==> src/rtl/mcu_pkg.sv <==
// Shared encodings for the multi-cycle MIPS control unit: FSM states, opcodes,
// ALUOp / PCSrc / RegDst codes and the static decode bundle.
package mcu_pkg;

  localparam int OP_W    = 6;
  localparam int ALUOP_W = 3;

  typedef enum logic [2:0] {
    S_IF     = 3'b000,
    S_ID     = 3'b001,
    S_EXE_LS = 3'b010,
    S_MEM    = 3'b011,
    S_WB_LD  = 3'b100,
    S_EXE_BR = 3'b101,
    S_EXE_AL = 3'b110,
    S_WB_AL  = 3'b111
  } state_e;

  localparam logic [OP_W-1:0] OP_ADD   = 6'b000000;
  localparam logic [OP_W-1:0] OP_SUB   = 6'b000001;
  localparam logic [OP_W-1:0] OP_ADDIU = 6'b000010;
  localparam logic [OP_W-1:0] OP_AND   = 6'b010000;
  localparam logic [OP_W-1:0] OP_ANDI  = 6'b010001;
  localparam logic [OP_W-1:0] OP_ORI   = 6'b010010;
  localparam logic [OP_W-1:0] OP_SLL   = 6'b011000;
  localparam logic [OP_W-1:0] OP_SLT   = 6'b100110;
  localparam logic [OP_W-1:0] OP_SLTI  = 6'b100111;
  localparam logic [OP_W-1:0] OP_SW    = 6'b110000;
  localparam logic [OP_W-1:0] OP_LW    = 6'b110001;
  localparam logic [OP_W-1:0] OP_BEQ   = 6'b110100;
  localparam logic [OP_W-1:0] OP_BNE   = 6'b110101;
  localparam logic [OP_W-1:0] OP_BLTZ  = 6'b110110;
  localparam logic [OP_W-1:0] OP_J     = 6'b111000;
  localparam logic [OP_W-1:0] OP_JR    = 6'b111001;
  localparam logic [OP_W-1:0] OP_JAL   = 6'b111010;
  localparam logic [OP_W-1:0] OP_HALT  = 6'b111111;

  localparam logic [ALUOP_W-1:0] ALU_ADD = 3'b000;
  localparam logic [ALUOP_W-1:0] ALU_SUB = 3'b001;
  localparam logic [ALUOP_W-1:0] ALU_SLL = 3'b010;
  localparam logic [ALUOP_W-1:0] ALU_OR  = 3'b011;
  localparam logic [ALUOP_W-1:0] ALU_AND = 3'b100;
  localparam logic [ALUOP_W-1:0] ALU_SLT = 3'b110;

  localparam logic [1:0] PC_SEQ = 2'b00;
  localparam logic [1:0] PC_BR  = 2'b01;
  localparam logic [1:0] PC_JR  = 2'b10;
  localparam logic [1:0] PC_JMP = 2'b11;

  localparam logic [1:0] RD_RA = 2'b00;
  localparam logic [1:0] RD_RT = 2'b01;
  localparam logic [1:0] RD_RD = 2'b10;

  typedef struct packed {
    logic [ALUOP_W-1:0] aluop;
    logic               alu_src_a;
    logic               alu_src_b;
    logic               ext_sel;
    logic [1:0]         reg_dst;
    logic               db_data_src;
    logic               alu_wr;       // opcode writes an ALU result in WB_AL
  } dec_t;

endpackage

==> src/rtl/mcu_decode.sv <==
// Combinational opcode -> static datapath control fields; no state, zero latency.
module mcu_decode
  import mcu_pkg::*;
(
  input  logic [OP_W-1:0] opcode_i,
  output dec_t            dec_o
);

  always_comb begin
    dec_o.aluop       = ALU_ADD;
    dec_o.alu_src_a   = 1'b0;
    dec_o.alu_src_b   = 1'b0;
    dec_o.ext_sel     = 1'b1;
    dec_o.reg_dst     = RD_RT;
    dec_o.db_data_src = 1'b0;
    dec_o.alu_wr      = 1'b0;
    case (opcode_i)
      OP_ADD:   begin dec_o.reg_dst = RD_RD; dec_o.alu_wr = 1'b1; end
      OP_SUB:   begin dec_o.aluop = ALU_SUB; dec_o.reg_dst = RD_RD; dec_o.alu_wr = 1'b1; end
      OP_AND:   begin dec_o.aluop = ALU_AND; dec_o.reg_dst = RD_RD; dec_o.alu_wr = 1'b1; end
      OP_SLT:   begin dec_o.aluop = ALU_SLT; dec_o.reg_dst = RD_RD; dec_o.alu_wr = 1'b1; end
      OP_SLL: begin
        dec_o.aluop     = ALU_SLL;
        dec_o.alu_src_a = 1'b1;
        dec_o.reg_dst   = RD_RD;
        dec_o.alu_wr    = 1'b1;
      end
      OP_ADDIU: begin dec_o.alu_src_b = 1'b1; dec_o.alu_wr = 1'b1; end
      OP_ANDI: begin
        dec_o.aluop     = ALU_AND;
        dec_o.alu_src_b = 1'b1;
        dec_o.ext_sel   = 1'b0;
        dec_o.alu_wr    = 1'b1;
      end
      OP_ORI: begin
        dec_o.aluop     = ALU_OR;
        dec_o.alu_src_b = 1'b1;
        dec_o.ext_sel   = 1'b0;
        dec_o.alu_wr    = 1'b1;
      end
      OP_SLTI:  begin dec_o.aluop = ALU_SLT; dec_o.alu_src_b = 1'b1; dec_o.alu_wr = 1'b1; end
      OP_SW:    dec_o.alu_src_b = 1'b1;
      OP_LW:    begin dec_o.alu_src_b = 1'b1; dec_o.db_data_src = 1'b1; end
      // bltz relies on rt = $0, so rs - 0 exposes the sign of rs
      OP_BEQ, OP_BNE, OP_BLTZ: dec_o.aluop = ALU_SUB;
      OP_JAL:   dec_o.reg_dst = RD_RA;
      default:  ;
    endcase
  end

endmodule

==> src/rtl/multicycle_control_unit.sv <==
// Multi-cycle MIPS control FSM: state register plus per-state strobe gating over
// the static decode; outputs combinational from state/opcode/flags, reset forces strobes low.
module multicycle_control_unit
  import mcu_pkg::*;
#(
  parameter int OPW    = OP_W,
  parameter int ALUOPW = ALUOP_W
) (
  input  logic              CLK,
  input  logic              RST,
  input  logic [OPW-1:0]    opcode,
  input  logic              zero,
  input  logic              sign,
  output logic              PCWre,
  output logic              IRWre,
  output logic              InsMemRW,
  output logic              ALUSrcA,
  output logic              ALUSrcB,
  output logic              ExtSel,
  output logic              RegWre,
  output logic [1:0]        RegDst,
  output logic              WrRegDSrc,
  output logic              DBDataSrc,
  output logic              mRD,
  output logic              mWR,
  output logic [1:0]        PCSrc,
  output logic [ALUOPW-1:0] ALUOp,
  output logic [2:0]        state_out
);

  state_e state_q, state_d;
  logic   halted_q, halted_d;
  dec_t   dec;
  logic   is_lw, is_sw, is_jal, is_jr, is_jump, is_branch, br_taken;

  mcu_decode u_decode (
    .opcode_i (opcode),
    .dec_o    (dec)
  );

  assign is_lw     = (opcode == OP_LW);
  assign is_sw     = (opcode == OP_SW);
  assign is_jal    = (opcode == OP_JAL);
  assign is_jr     = (opcode == OP_JR);
  assign is_jump   = is_jal | is_jr | (opcode == OP_J);
  assign is_branch = (opcode == OP_BEQ) | (opcode == OP_BNE) | (opcode == OP_BLTZ);
  assign br_taken  = ((opcode == OP_BEQ) & zero) | ((opcode == OP_BNE) & ~zero) |
                     ((opcode == OP_BLTZ) & sign);

  always_ff @(posedge CLK or negedge RST) begin
    if (!RST) begin
      state_q  <= S_IF;
      halted_q <= 1'b0;
    end else begin
      state_q  <= state_d;
      halted_q <= halted_d;
    end
  end

  // halt parks the FSM in IF with the PC frozen; only reset clears it
  always_comb begin
    state_d  = state_q;
    halted_d = halted_q;
    case (state_q)
      S_IF: state_d = halted_q ? S_IF : S_ID;
      S_ID: begin
        if (is_jump) begin
          state_d = S_IF;
        end else if (opcode == OP_HALT) begin
          state_d  = S_IF;
          halted_d = 1'b1;
        end else if (is_branch) begin
          state_d = S_EXE_BR;
        end else if (is_lw | is_sw) begin
          state_d = S_EXE_LS;
        end else begin
          state_d = S_EXE_AL;
        end
      end
      S_EXE_AL: state_d = S_WB_AL;
      S_WB_AL:  state_d = S_IF;
      S_EXE_BR: state_d = S_IF;
      S_EXE_LS: state_d = S_MEM;
      S_MEM:    state_d = is_lw ? S_WB_LD : S_IF;
      S_WB_LD:  state_d = S_IF;
      default:  state_d = S_IF;
    endcase
  end

  always_comb begin
    PCWre     = 1'b0;
    IRWre     = 1'b0;
    InsMemRW  = 1'b0;
    RegWre    = 1'b0;
    mRD       = 1'b0;
    mWR       = 1'b0;
    PCSrc     = PC_SEQ;
    RegDst    = dec.reg_dst;
    ALUOp     = dec.aluop;
    ALUSrcA   = dec.alu_src_a;
    ALUSrcB   = dec.alu_src_b;
    ExtSel    = dec.ext_sel;
    DBDataSrc = dec.db_data_src;
    WrRegDSrc = ~is_jal;
    case (state_q)
      S_IF: begin
        InsMemRW = 1'b1;
        IRWre    = 1'b1;
      end
      S_ID: begin
        PCWre  = is_jump;
        RegWre = is_jal;
        if (is_jr)        PCSrc = PC_JR;
        else if (is_jump) PCSrc = PC_JMP;
      end
      S_EXE_BR: begin
        PCWre = 1'b1;
        PCSrc = br_taken ? PC_BR : PC_SEQ;
      end
      S_MEM: begin
        mRD   = is_lw;
        mWR   = is_sw;
        PCWre = is_sw;
      end
      S_WB_AL: begin
        PCWre  = 1'b1;
        RegWre = dec.alu_wr;
      end
      S_WB_LD: begin
        PCWre  = 1'b1;
        RegWre = 1'b1;
      end
      default: ;
    endcase
    if (!RST) begin
      PCWre    = 1'b0;
      IRWre    = 1'b0;
      InsMemRW = 1'b0;
      RegWre   = 1'b0;
      mRD      = 1'b0;
      mWR      = 1'b0;
      RegDst   = RD_RT;
      PCSrc    = PC_SEQ;
    end
  end

  assign state_out = state_q;

endmodule
==> config.mk <==
export PLATFORM = sky130hd
export DESIGN_NAME = multicycle_control_unit
export DESIGN_NICKNAME = d
export VERILOG_FILES = /design/src/rtl/mcu_pkg.sv /design/src/rtl/mcu_decode.sv /design/src/rtl/multicycle_control_unit.sv
export SDC_FILE = /design/constraint.sdc
export NUM_CORES = 1
export LEC_CHECK = 0
export CAP_MARGIN = 20
export CORE_ASPECT_RATIO = 1.25
export CORE_MARGIN = 4
export CORE_UTILIZATION = 35
export DETAILED_ROUTE_END_ITERATION = 10
export PLACE_DENSITY_LB_ADDON = 0.05
export SLEW_MARGIN = 20
export SYNTH_ARGS = -nofsm -noshare
export SYNTH_HDL_FRONTEND = slang
export SYNTH_SLANG_ARGS = --single-unit
==> constraint.sdc <==
create_clock -name CLK -period 2.02 [get_ports CLK]
set_input_delay 0.404 -clock CLK [delete_from_list [all_inputs] [get_ports CLK]]
set_output_delay 0.404 -clock CLK [all_outputs]
set_load 0.02 [all_outputs]
* Word level (Yosys, flattened, before mapping) *
Index checks and enable logic that the tools add are counted.

operators by class
  bitwise logic cells = 13
  mux-type cells = 30
  equal/unequal tests = 24
  reduce and logical (&&, ||, !) cells = 11

operators with widths
  operator              number
  $eq A6 B6 Y1 const B  11
  $eq A6 B5 Y1 const B  4
  $pmux W3 S6           1
  $mux W1               15
  $mux W3               5
  $pmux W3 S5           1
  $eq A3 B3 Y1 const B  4
  $reduce_or A9 Y1      1
  $mux W2               4
  $pmux W2 S2           2
  $or A1 B1 Y1          7
  $eq A3 B2 Y1 const B  2
  $eq A6 B1 Y1 const B  1
  $eq A6 B2 Y1 const B  1
  $logic_not A6 Y1      1
  $pmux W1 S3           2
  $reduce_or A2 Y1      3
  $reduce_or A6 Y1      1
  $reduce_or A5 Y1      1
  $reduce_or A4 Y1      1
  $and A1 B1 Y1         3
  $eq A3 B1 Y1 const B  1
  $logic_not A3 Y1      1
  $not A1 Y1            3
  2 further kinds       2

word-level totals
  word-level logic and storage cells = 80
  register bits = 4

* Longest topological paths before layout *
  depth in word-level cells = 7
  gate-level depth with buffers = 6

* By module *
A second synthesis with hierarchy kept.

unflattened totals
  cells, all modules = 105
  area total of the unflattened synthesis = 729.4 um^2

modules (own cells, without submodules)
  module                   seq. area each (um^2)  area an instance (um^2)  cells each  instances
  multicycle_control_unit  100.1                  455.4                    60          1
  mcu_decode               0.0                    274.0                    45          1

* Least setup slack after synthesis *
Ideal clock, no wire load.

  path type = register to output
  start point = register state_q[1], in the netlist state_out[1]
  end point = output port InsMemRW
  required time = 1.616 ns
  path slack = -0.211 ns
  data arrival time = 1.827 ns
  stages on the path, launching flop included = 4
  cells stage by stage = dfrtp_1 > clkbuf_1 > nor4b_1 > buf_4

on the way
  word-level cells in the longest chain between the ends = 3

ends and longest elaborated chain
  what                      RTL line                       RTL
  start: declaration        multicycle_control_unit.sv:31  state_e state_q, state_d;
  start signal: assignment  multicycle_control_unit.sv:55  state_q <= state_d;
  $logic_not A3 Y1          -
  $mux W1 (2 in a row)      -
  end: declaration          multicycle_control_unit.sv:16  output logic InsMemRW,

No other way between the ends.

* Worst setup path after layout *
  start point = input port opcode[2]
  end point = output port RegDst[0]

on the way
  word-level cells in the longest chain between the ends = 4
  elaborated cells on any way between the ends = 9
  classes of those cells = 5 x eq/ne; 2 x mux; 2 x reduce/logical

ends and longest elaborated chain
  what                                  RTL line                        RTL
  start: declaration                    multicycle_control_unit.sv:11   input logic [OPW-1:0] opcode,
  $eq A6 B1 Y1 (tied with other cells)  mcu_decode.sv:17                case (opcode_i)
  $reduce_or A5 Y1 (no source line)     -
  $pmux W2 S2 *                         mcu_decode.sv:17
  $mux W2 *                             multicycle_control_unit.sv:135  if (!RST) begin
  end: declaration                      multicycle_control_unit.sv:21   output logic [1:0] RegDst,

Every way passes the cells marked *; elsewhere a longest branch is shown, timed or not.

==> flow_metrics.py <==
metrics = {
    "detailed_routing": {
        "dr_wl_met3_um": 160,
        "drc": 0,
        "drt-initial-drc-count": 11,
        "firstDrtPassIters": 4,
        "drt_wl_total_um": 2260,
        "dr_wl_met2_um": 1120,
        "dr.max_layer_used": "met4",
        "wl_per_cell_um": 12.8,
        "viasPerCell": 5.37,
        "num_vias": 950,
        "detail-route-antenna-nets": 0,
        "wl_met1_um": 959,
    },
    "clocking": {
        "path_clk_slew_ns": 0.03,
        "cts_tree": "yes",
        "htree_levels": 1,
        "clock_sinks": 4,
        "root_buffer": "clkbuf_4",
        "cts.path.max_buffers": 2,
        "cts_hold_buf": 0,
        "cts_made_buffers": 3,
        "clk_latency_ns": 0.24,
    },
    "sta": {
        "fmax_mhz": 500,
        "worstMarginPinSlew_ns": 0.254,
        "setup_viol": 0,
        "finalClockSkew_ns": 0.00585,
        "period_needed_ns": 2.00,
        "final_hold_viol_count": 0,
        "finalWorstSetupSlack_ns": 0.0204,
        "fin_crit_sh_pct": 99.0,
        "drv_slew": 0,
        "rsz0062_at_grt": "yes",
        "slew_headroom_pct": 83.0,
    },
    "synth": {
        "avgSynthCellArea_um2": 6.83,
        "synth-seq-area-share_pct": 15.0,
        "synth_cell_types": 42,
        "syn_inst": 98,
        "ys_ff_latch": 4,
        "async_flop_share_pct": 100,
        "syn_nets": 108,
        "netlist_area_um2": 669,
        "ys.flop_type": "dfrtp_1",
        "yosysWarningCount": 0,
        "synth_edf_count": 0,
    },
    "worst_setup_path": {
        "crit_family": "simple AND/OR/NAND/NOR gates",
        "critical_path_class": "primary input to output port",
        "cp_cell_sequence": "buf_8, or4_4, o22ai_2, nor2_2, a21bo_1, buf_6",
        "cp.arrival_ns": 1.60,
        "critPathMaxFanout": 5,
        "cp_num_buf_inv": 2,
        "crit_path_start_kind": "primary input",
        "required_ns": 1.62,
        "end_kind": "output port",
        "cpPeakStageDelay_ns": 0.52,
        "worst_path_max_delay_cell": "or4_4",
    },
    "finish": {
        "antenna_cells": 0,
        "finish.utilization_pct": 70.1,
        "synthToLayoutAreaGrowth_pct": 87.1,
        "final_area_um2": 1250,
        "layout.nets": 170,
        "drive_gt1_share_pct": 45.6,
    },
    "placed_design": {
        "hpwl_um": 1790,
        "gp_congestion": 0.851,
        "io_buffers": 30,
        "dp_slack_ns": -0.864,
        "placed_area_um2": 1220,
    },
    "power_and_ir_drop": {
        "power.leakage_nw": 0.609,
        "power_w": 0.000861,
        "powerDensity_nw_per_um2": 687,
        "ir_worst_vdd_uv": 432,
    },
    "floorplanning": {
        "start_util_pct": 37.5,
        "ios": 31,
        "fp.dieW_um": 47.1,
        "core_um2": 1790,
        "die_h_um": 56.9,
        "dieArea_um2": 2680,
        "rows": 17,
    },
    "flow_run": {
        "maxCapViolCount": 0,
    },
    "status": {
        "status": "finished, final reports clean",
    },
    "global_route": {
        "grt_overflow": 0,
        "antenna_found_initial": 0,
        "grt_max_degree": 12,
        "grt_pass1_wl_um": 3730,
        "grt_pass1_vias": 873,
        "grt_usage_pct": 18.4,
    },
    "worst_hold_path": {
        "worst_hold_path_type": "flop to flop",
    },
}
-- cells in the final DEF, fill, tap and decap left out, drive strengths merged, types with 2 or more instances in the layout --
master / count
inv: 7
nand2b: 2
clkdlybuf4s50: 6
a22o: 2
or4: 3
a2bb2oi: 2
o21ai: 5
and3: 2
nor3: 4
a21o: 2
nor2: 11
a311oi: 2
nand4: 2
buf: 51
dlygate4sd2: 6
nor2b: 3
nand2: 5
a21oi: 3
dfrtp: 4
o22ai: 3
clkbuf: 7
nand3: 7
-- layout make-up --
cell class	instances	area [um2]
flip-flops and latches	4	100
fillers	158	534
multi-input cells	76	543
well taps	19	23.8
clock buffers	3	22.5
inverters	7	26.3
repair buffers	68	537
-- cell families (layout without fill, tap and decap cells) --
group                     Yosys count  count (layout)  synth area share (%)
muxes                               1               1                  1.50
xor gates and xnor gates            1               1                  1.31
DFF                                 4               4                  15.0
buffers and inverters              18              78                  12.9
AOI/OAI and AO/OA                  27              27                  28.8
and+or+nand+nor                    47              47                  40.6
-- worst paths after layout --
kind | start | end | slack, ns | cells after the start
setup / recovery | opcode[2] | RegDst[0] | 0.02 | 6
hold / removal | halted_q | halted_q | 0.45 | 1
setup reg to reg | state_out[2] | state_out[0] | 0.83 | 5
hold reg to reg | halted_q | halted_q | 0.45 | 1
max in group asynchronous | RST | state_out[2] | 1.29 | 3
min in group asynchronous | RST | state_out[0] | 0.62 | 3
-- cells in the mapped netlist (2+ instances only) --
master | n | area [um2]
buf_2 | 3 | 15.0
a21o_1 | 2 | 15.0
nor2b_1 | 3 | 18.8
o22ai_1 | 3 | 18.8
clkbuf_1 | 5 | 18.8
nand4_1 | 2 | 12.5
nand3_1 | 7 | 35.0
nor3_1 | 4 | 20.0
a311oi_1 | 2 | 17.5
dfrtp_1 | 4 | 100
a22o_1 | 2 | 17.5
a21oi_1 | 3 | 15.0
or4_1 | 2 | 15.0
buf_4 | 2 | 15.0
and3_1 | 2 | 12.5
nor2_1 | 11 | 41.3
o21ai_0 | 5 | 25.0
a2bb2oi_1 | 2 | 17.5
inv_1 | 7 | 26.3
nand2_1 | 5 | 18.8
-- report_power, final --
group          switching, W  internal [W]
Sequential        0.0000446      0.000117
Combinational      0.000299      0.000301
Clock             0.0000323     0.0000664
-- state kept, by name (all words and copies together), names as in the netlist --
| register | count |
|---|---|
| state_out | 3 |
| halted_q | 1 |
-- through the flow --
stage | TNS [ns] | std cells | hold WS [ns]
floorplan | 0 | 98 | 0.108
global placement | -11.77 | 172 | 0.444
detailed placement | -11.87 | 172 | 0.449
CTS | 0 | 175 | 0.458
global route | -0.0270 | 177 | 0.464
finish | 0 | 177 | 0.454
-- layer usage --
metal / global-route usage (%) / vias up
met5: 0 / -
met4: 5.14 / 0
li1: - / 483
met1: 23.5 / 431
met2: 29.7 / 32
met3: 4.49 / 4
-- worst register-to-register path, cell delays in order (launching register included) --
cell      delay (ns)
dfrtp_1         0.42
nand2b_1        0.18
nor2_1          0.18
buf_4           0.16
nand4_1         0.09
o21ai_0         0.09
-- timing repair --
action / 4_1_cts / 5_1_grt
resized for setup: 77 / 25
pin swaps: 4 / 5
setup buffers: 0 / 2
setup endpoints to repair: 18 / 11
Power figures use the tool's default switching activity.
